**src/rtl/xform_streamer_pkg.sv**
```systemverilog
// Shared encodings and default widths for the xform_streamer descriptor walker.
package xform_streamer_pkg;

    localparam int unsigned DEF_ADDR_W = 10;
    localparam int unsigned DEF_LEN_W  = 10;
    localparam int unsigned DEF_CHAR_W = 8;

    typedef enum logic [2:0] {
        ST_IDLE  = 3'd0,
        ST_ISSUE = 3'd1,
        ST_WAIT  = 3'd2,
        ST_HOLD  = 3'd3,
        ST_FIN   = 3'd4
    } state_t;

    typedef enum logic [1:0] {
        MODE_FWD  = 2'd0,
        MODE_REV  = 2'd1,
        MODE_LOOP = 2'd2,
        MODE_RSVD = 2'd3
    } mode_t;

endpackage

```
**src/rtl/xform_lat_pipe.sv**
```systemverilog
// Valid shift register matching the memory read latency; its output marks the capture cycle.
module xform_lat_pipe #(
    parameter int unsigned LAT = 1
) (
    input  logic clk,
    input  logic rst,
    input  logic flush,
    input  logic in_valid,
    output logic out_valid
);

    logic [LAT-1:0] sr;

    always_ff @(posedge clk) begin
        if (rst || flush) begin
            sr <= '0;
        end else begin
            sr[0] <= in_valid;
            for (int unsigned i = 1; i < LAT; i++) begin
                sr[i] <= sr[i-1];
            end
        end
    end

    assign out_valid = sr[LAT-1];

endmodule

```
**src/rtl/xform_streamer.sv**
```systemverilog
// Walks a memory descriptor forward, reverse or looping, streaming {lhs,rhs} character pairs.
module xform_streamer
    import xform_streamer_pkg::*;
#(
    parameter int unsigned ADDR_W  = DEF_ADDR_W,
    parameter int unsigned LEN_W   = DEF_LEN_W,
    parameter int unsigned CHAR_W  = DEF_CHAR_W,
    parameter int unsigned MEM_LAT = 1
) (
    input  logic                    clk,
    input  logic                    rst,
    input  logic                    start,
    input  logic                    abort,
    input  logic [1:0]              mode,
    input  logic [LEN_W+ADDR_W-1:0] desc,
    output logic                    mem_en,
    output logic [ADDR_W-1:0]       mem_addr,
    input  logic [2*CHAR_W-1:0]     mem_dout,
    output logic                    out_valid,
    input  logic                    out_ready,
    output logic [CHAR_W-1:0]       out_lhs,
    output logic [CHAR_W-1:0]       out_rhs,
    output logic                    out_last,
    output logic                    busy,
    output logic                    done,
    output logic [LEN_W-1:0]        remaining,
    output logic [2:0]              state
);

    state_t             st, st_nxt;
    mode_t              mode_q;
    logic [ADDR_W-1:0]  addr, start_q;
    logic [LEN_W-1:0]   rem, len_q;
    logic [LEN_W-1:0]   d_len;
    logic [ADDR_W-1:0]  d_addr;
    logic               cap_v, accept, last_acc, loop_wrap, aborting;

    assign d_len  = desc[LEN_W+ADDR_W-1:ADDR_W];
    assign d_addr = desc[ADDR_W-1:0];

    assign aborting  = abort && (st != ST_IDLE);
    assign accept    = (st == ST_HOLD) && out_ready && !abort;
    assign last_acc  = accept && (rem == LEN_W'(1));
    assign loop_wrap = last_acc && (mode_q == MODE_LOOP);

    xform_lat_pipe #(
        .LAT(MEM_LAT)
    ) u_lat_pipe (
        .clk      (clk),
        .rst      (rst),
        .flush    (abort),
        .in_valid (mem_en),
        .out_valid(cap_v)
    );

    always_ff @(posedge clk) begin
        if (rst) st <= ST_IDLE;
        else     st <= st_nxt;
    end

    always_comb begin
        st_nxt = st;
        case (st)
            ST_IDLE:  if (start) st_nxt = (d_len == '0) ? ST_FIN : ST_ISSUE;
            ST_ISSUE: st_nxt = ST_WAIT;
            ST_WAIT:  if (cap_v) st_nxt = ST_HOLD;
            ST_HOLD: begin
                if (accept) begin
                    if (last_acc && !loop_wrap) st_nxt = ST_FIN;
                    else                        st_nxt = ST_ISSUE;
                end
            end
            ST_FIN:   st_nxt = ST_IDLE;
            default:  st_nxt = ST_IDLE;
        endcase
        if (aborting) st_nxt = ST_IDLE;
    end

    always_ff @(posedge clk) begin
        if (rst) begin
            mode_q  <= MODE_FWD;
            addr    <= '1;
            start_q <= '0;
            rem     <= '0;
            len_q   <= '0;
            out_lhs <= '0;
            out_rhs <= '0;
            done    <= 1'b0;
        end else begin
            done <= ((st == ST_FIN) && !abort) || loop_wrap;
            if (aborting) begin
                rem <= '0;
            end else if ((st == ST_IDLE) && start) begin
                len_q   <= d_len;
                start_q <= d_addr;
                rem     <= d_len;
                case (mode)
                    2'd1: begin
                        mode_q <= MODE_REV;
                        addr   <= d_addr + ADDR_W'(d_len) - ADDR_W'(1);
                    end
                    2'd2: begin
                        mode_q <= MODE_LOOP;
                        addr   <= d_addr;
                    end
                    default: begin
                        mode_q <= MODE_FWD;
                        addr   <= d_addr;
                    end
                endcase
            end else if ((st == ST_WAIT) && cap_v) begin
                out_lhs <= mem_dout[2*CHAR_W-1:CHAR_W];
                out_rhs <= mem_dout[CHAR_W-1:0];
            end else if (accept) begin
                if (loop_wrap) begin
                    rem  <= len_q;
                    addr <= start_q;
                end else begin
                    rem  <= rem - LEN_W'(1);
                    addr <= (mode_q == MODE_REV) ? addr - ADDR_W'(1) : addr + ADDR_W'(1);
                end
            end
        end
    end

    assign mem_en    = (st == ST_ISSUE);
    assign mem_addr  = addr;
    assign out_valid = (st == ST_HOLD);
    assign out_last  = (st == ST_HOLD) && (rem == LEN_W'(1));
    assign busy      = (st != ST_IDLE);
    assign remaining = rem;
    assign state     = st;

endmodule

```
**config.mk**
```make
export PLATFORM = sky130hd
export DESIGN_NAME = xform_streamer
export DESIGN_NICKNAME = d
export VERILOG_FILES = /design/src/rtl/xform_streamer_pkg.sv /design/src/rtl/xform_lat_pipe.sv /design/src/rtl/xform_streamer.sv
export SDC_FILE = /design/constraint.sdc
export NUM_CORES = 1
export LEC_CHECK = 0
export ABC_CLOCK_PERIOD_IN_PS = 5600
export BUFFER_PORTS_ARGS = -buffer_cell sky130_fd_sc_hd__buf_2
export CAP_MARGIN = 20
export CORE_MARGIN = 1.5
export CORE_UTILIZATION = 50
export DETAILED_ROUTE_END_ITERATION = 10
export GPL_TIMING_DRIVEN = 0
export PLACE_DENSITY_LB_ADDON = 0.08
export SLEW_MARGIN = 25
export SYNTH_ARGS = -nofsm -noshare
export SYNTH_HDL_FRONTEND = slang
export SYNTH_SLANG_ARGS = --single-unit
```
**constraint.sdc**
```tcl
create_clock -name clk -period 5.6 [get_ports clk]
set_clock_uncertainty 0.05 [all_clocks]
set_input_delay 1.12 -clock clk [delete_from_list [all_inputs] [get_ports clk]]
set_output_delay 1.12 -clock clk [all_outputs]
set_load 0.02 [all_outputs]
```
==> impl_metrics.yaml <==
detailed_routing:
  final_antenna_net_count: 0
  avgViaCountPerCell: 5.74
  routed_wl_per_cell_um: 16.1
  wl_final_mm: 11.6
  num_vias: 4126
  dr.pass1.iters: 5
  dr.first_iter.drc_count: 271
  drc: 0
critical_path:
  arrival_time_reported_for_the_critical_path_endpoint_ns: 3.47
  rrSetupSlack_ns: 3.14
  worst-endpoint-required_ns: 5.78
  critical_path.cell_chain: "buf_2 -> inv_1 -> ha_1 -> inv_1 -> ha_1 -> fa_1 -> a211oi_1 -> nor2_1 -> o211ai_1 -> mux2_2 -> a21oi_1 -> o211ai_1"
  crit_path_end: "mem_addr[9]"
  worstPathMaxFanout: 3
  worst_setup_path_category: "input pin to flop"
  path_buf_inv: 3
  start_kind: "input pin"
  timing.critical_path.slowest_stage_cell: "fa_1"
  timing.reg2reg.worst_path_depth: 8
  critical_path.max_stage_delay_ns: 0.43
  setup.worst_path.end_class: "flop"
  reg2reg_to: "remaining[6]"
  reg2reg_from: "remaining[0]"
  cp_top_family: "adder cells"
  worstSetupPathDepth: 12
  worst_setup_path_startpoint: "desc[1]"
run:
  max_cap_viol_count: 0
synthesis:
  synth-warning-count: 0
  cell_with_the_most_instances_after_synthesis: "nand2_1"
  synth_top_cells_by_area: "dfxtp_1, nand2_1, a21oi_1"
  post_synth_num_cell_types: 54
  number_of_synthesized_register_bits: 63
  synth.cells.most_frequent: "nand2_1, dfxtp_1, a21oi_1"
  synth_flop_cell: "dfxtp_1"
  cell_area_after_technology_mapping_um2: 3800
  postSynth.asyncResetShare_pct: 0
  synth.top_cell.area_share_pct: 33.2
  syn-mean-instance-area_um2: 7.34
  mappedNetlistNets: 582
  cell_type_with_the_highest_aggregate_area_in_the_netlist: "dfxtp_1"
  synth_enable_flop_cells: 0
  synth-seq-area-share_pct: 33.2
  syn_inst: 518
global_route:
  gr-total-overflow: 0
  grt_pass1_wl_mm: 18.4
  grt_antenna_before_repair: 0
  first_global_vias: 3742
  grt_start_max_net_pins: 13
  grt.total_usage_pct: 28.4
sta:
  final_hold_viol_count: 0
  final_sum_of_negative_setup_slack_ns: 0
  timing.slew.headroom_pct: 53.6
  timing.final.ws_setup_ns: 2.32
  final_min_period_over_clock_period_pct: 58.6
  timing.final.max_slew_violations: 0
  finalWorstPathRequiredPeriod_ns: 3.28
  grt_setup_unrepaired: "no"
  top_achievable_clock_speed_ghz: 0.305
  max_slew.worst_pin.slew_ns: 0.690
  finalSetupViolCount: 0
clock_network:
  cts-root-to-sink-buffers: 2
  cts.sink_count: 63
  cts-htree-levels: 3
  post_cts_buffers: 0
  clk-insertion-delay-late_ns: 0.35
  numCtsBuffers: 9
  resized_gates_after_cts: 0
  cts_hold_buf: 0
  clockRootBuffer: "clkbuf_8"
  clkTransAtPathRegs_ns: 0.08
  cts_tree: "built"
layout:
  num-nets-final: 679
  drive_above_1_share_pct: 18.5
  area_growth_syn_to_layout_pct: 19.7
  antenna_cells_inserted: 0
place:
  globalplace.congestion: 0.934
  post-place-ws_ns: 1.98
  post-dp-hpwl_mm: 8.57
  placement.io_buffers: 86
pwr:
  power.density_cell_area_nw_per_um2: 301
  fin_total_pwr_uw: 1370
  peakVddDrop_mv: 0.136
  leak_pwr_uw: 0.00201
die:
  die_footprint_um2: 8130
  initial_core_util_pct: 52.1
  floorplan.core_area_um2: 7290
  io_pins: 87
  placement_rows: 31
  die_height_um: 90.2
  die_w_um: 90.2
hold_path:
  type_of_the_worst_min_delay_path: "flop to flop"
outcome:
  run_status: "finished clean"
[final cells by class]
| cell class | instances | area (µm²) |
|---|---|---|
| multi-input cells | 380 | 2250 |
| inverters | 43 | 161 |
| flip-flops and latches | 63 | 1260 |
| repair buffers | 86 | 430 |
| fillers | 736 | 2740 |
| well taps | 99 | 124 |
| clock buffers | 9 | 124 |
| clock inverters | 7 | 71.3 |
| plain buffers | 32 | 129 |
[kinds of logic after synthesis]
group	count (synthesis)	share of synthesized area (%)
AO/OA/AOI/OAI	139	22.1
XOR/XNOR	15	3.46
adder cells (fa/ha/maj)	21	7.11
buffers and inverters	75	7.64
flip-flops	63	33.2
multiplexers	4	1.12
AND/OR/NAND/NOR	201	25.4
[state kept, by name, summed over array words and instances, names as in the netlist, 2 cells and up]
name / count
len_q: 10
mem_addr: 10
remaining: 10
start_q: 10
out_lhs: 8
out_rhs: 8
state: 3
mode_q: 2
[stage by stage]
step                      std cells  hold WS, ns  util [%]  instance area, µm²
final                           719        0.403      62.4                4550
after detailed placement        703        0.395      59.7                4360
after global routing            719        0.425      62.4                4550
after CTS                       719        0.405      62.4                4550
after global placement          703        0.388      59.7                4360
after floorplan                 518        0.382         -                3800
[power breakdown]
group,switching [µW],total [µW],internal (µW)
logic,268,433,165
registers,48.1,534,486
clock network,198,403,205
[layout by cell type (no fill, tap or decap), drive strengths merged, types with 12 or more instances in the layout]
cell type and instances:
a21oi 60, a31oi 15, buf 94, clkbuf 33, dfxtp 63, ha 20, inv 44, nand2 104
nand3 12, nor2 20, nor3 13, nor4 12, o21ai 21
[worst min-delay path, delay by kind of cell (launching register included)]
kind / cells / cell delay, ns
AOI/OAI and AO/OA: 1 / 0.05
DFF: 1 / 0.31
and+or+nand+nor: 1 / 0.05
[how the worst min path moves through the flow]
stage               startpoint         end  slack (ns)  depth (start not counted)
global placement    out_rhs[0]  out_rhs[0]        0.39                          2
detailed placement  out_rhs[5]  out_rhs[5]        0.39                          2
finish              out_rhs[5]  out_rhs[5]        0.40                          2
CTS                 out_rhs[5]  out_rhs[5]        0.41                          2
floorplan           start_q[9]  start_q[9]        0.38                          2
global route        start_q[0]  start_q[0]        0.43                          2
[per-layer routing]
metal | part of all wire (%) | global-route usage [%] | up-vias
met1 | 43 | 37.2 | 1882
met4 | 2.6 | 12.0 | 0
met5 | 0 | 0 | -
met2 | 46 | 46.3 | 209
li1 | - | - | 2004
met3 | 8.2 | 4.31 | 31
No activity file was read; power rests on OpenSTA's default activity.
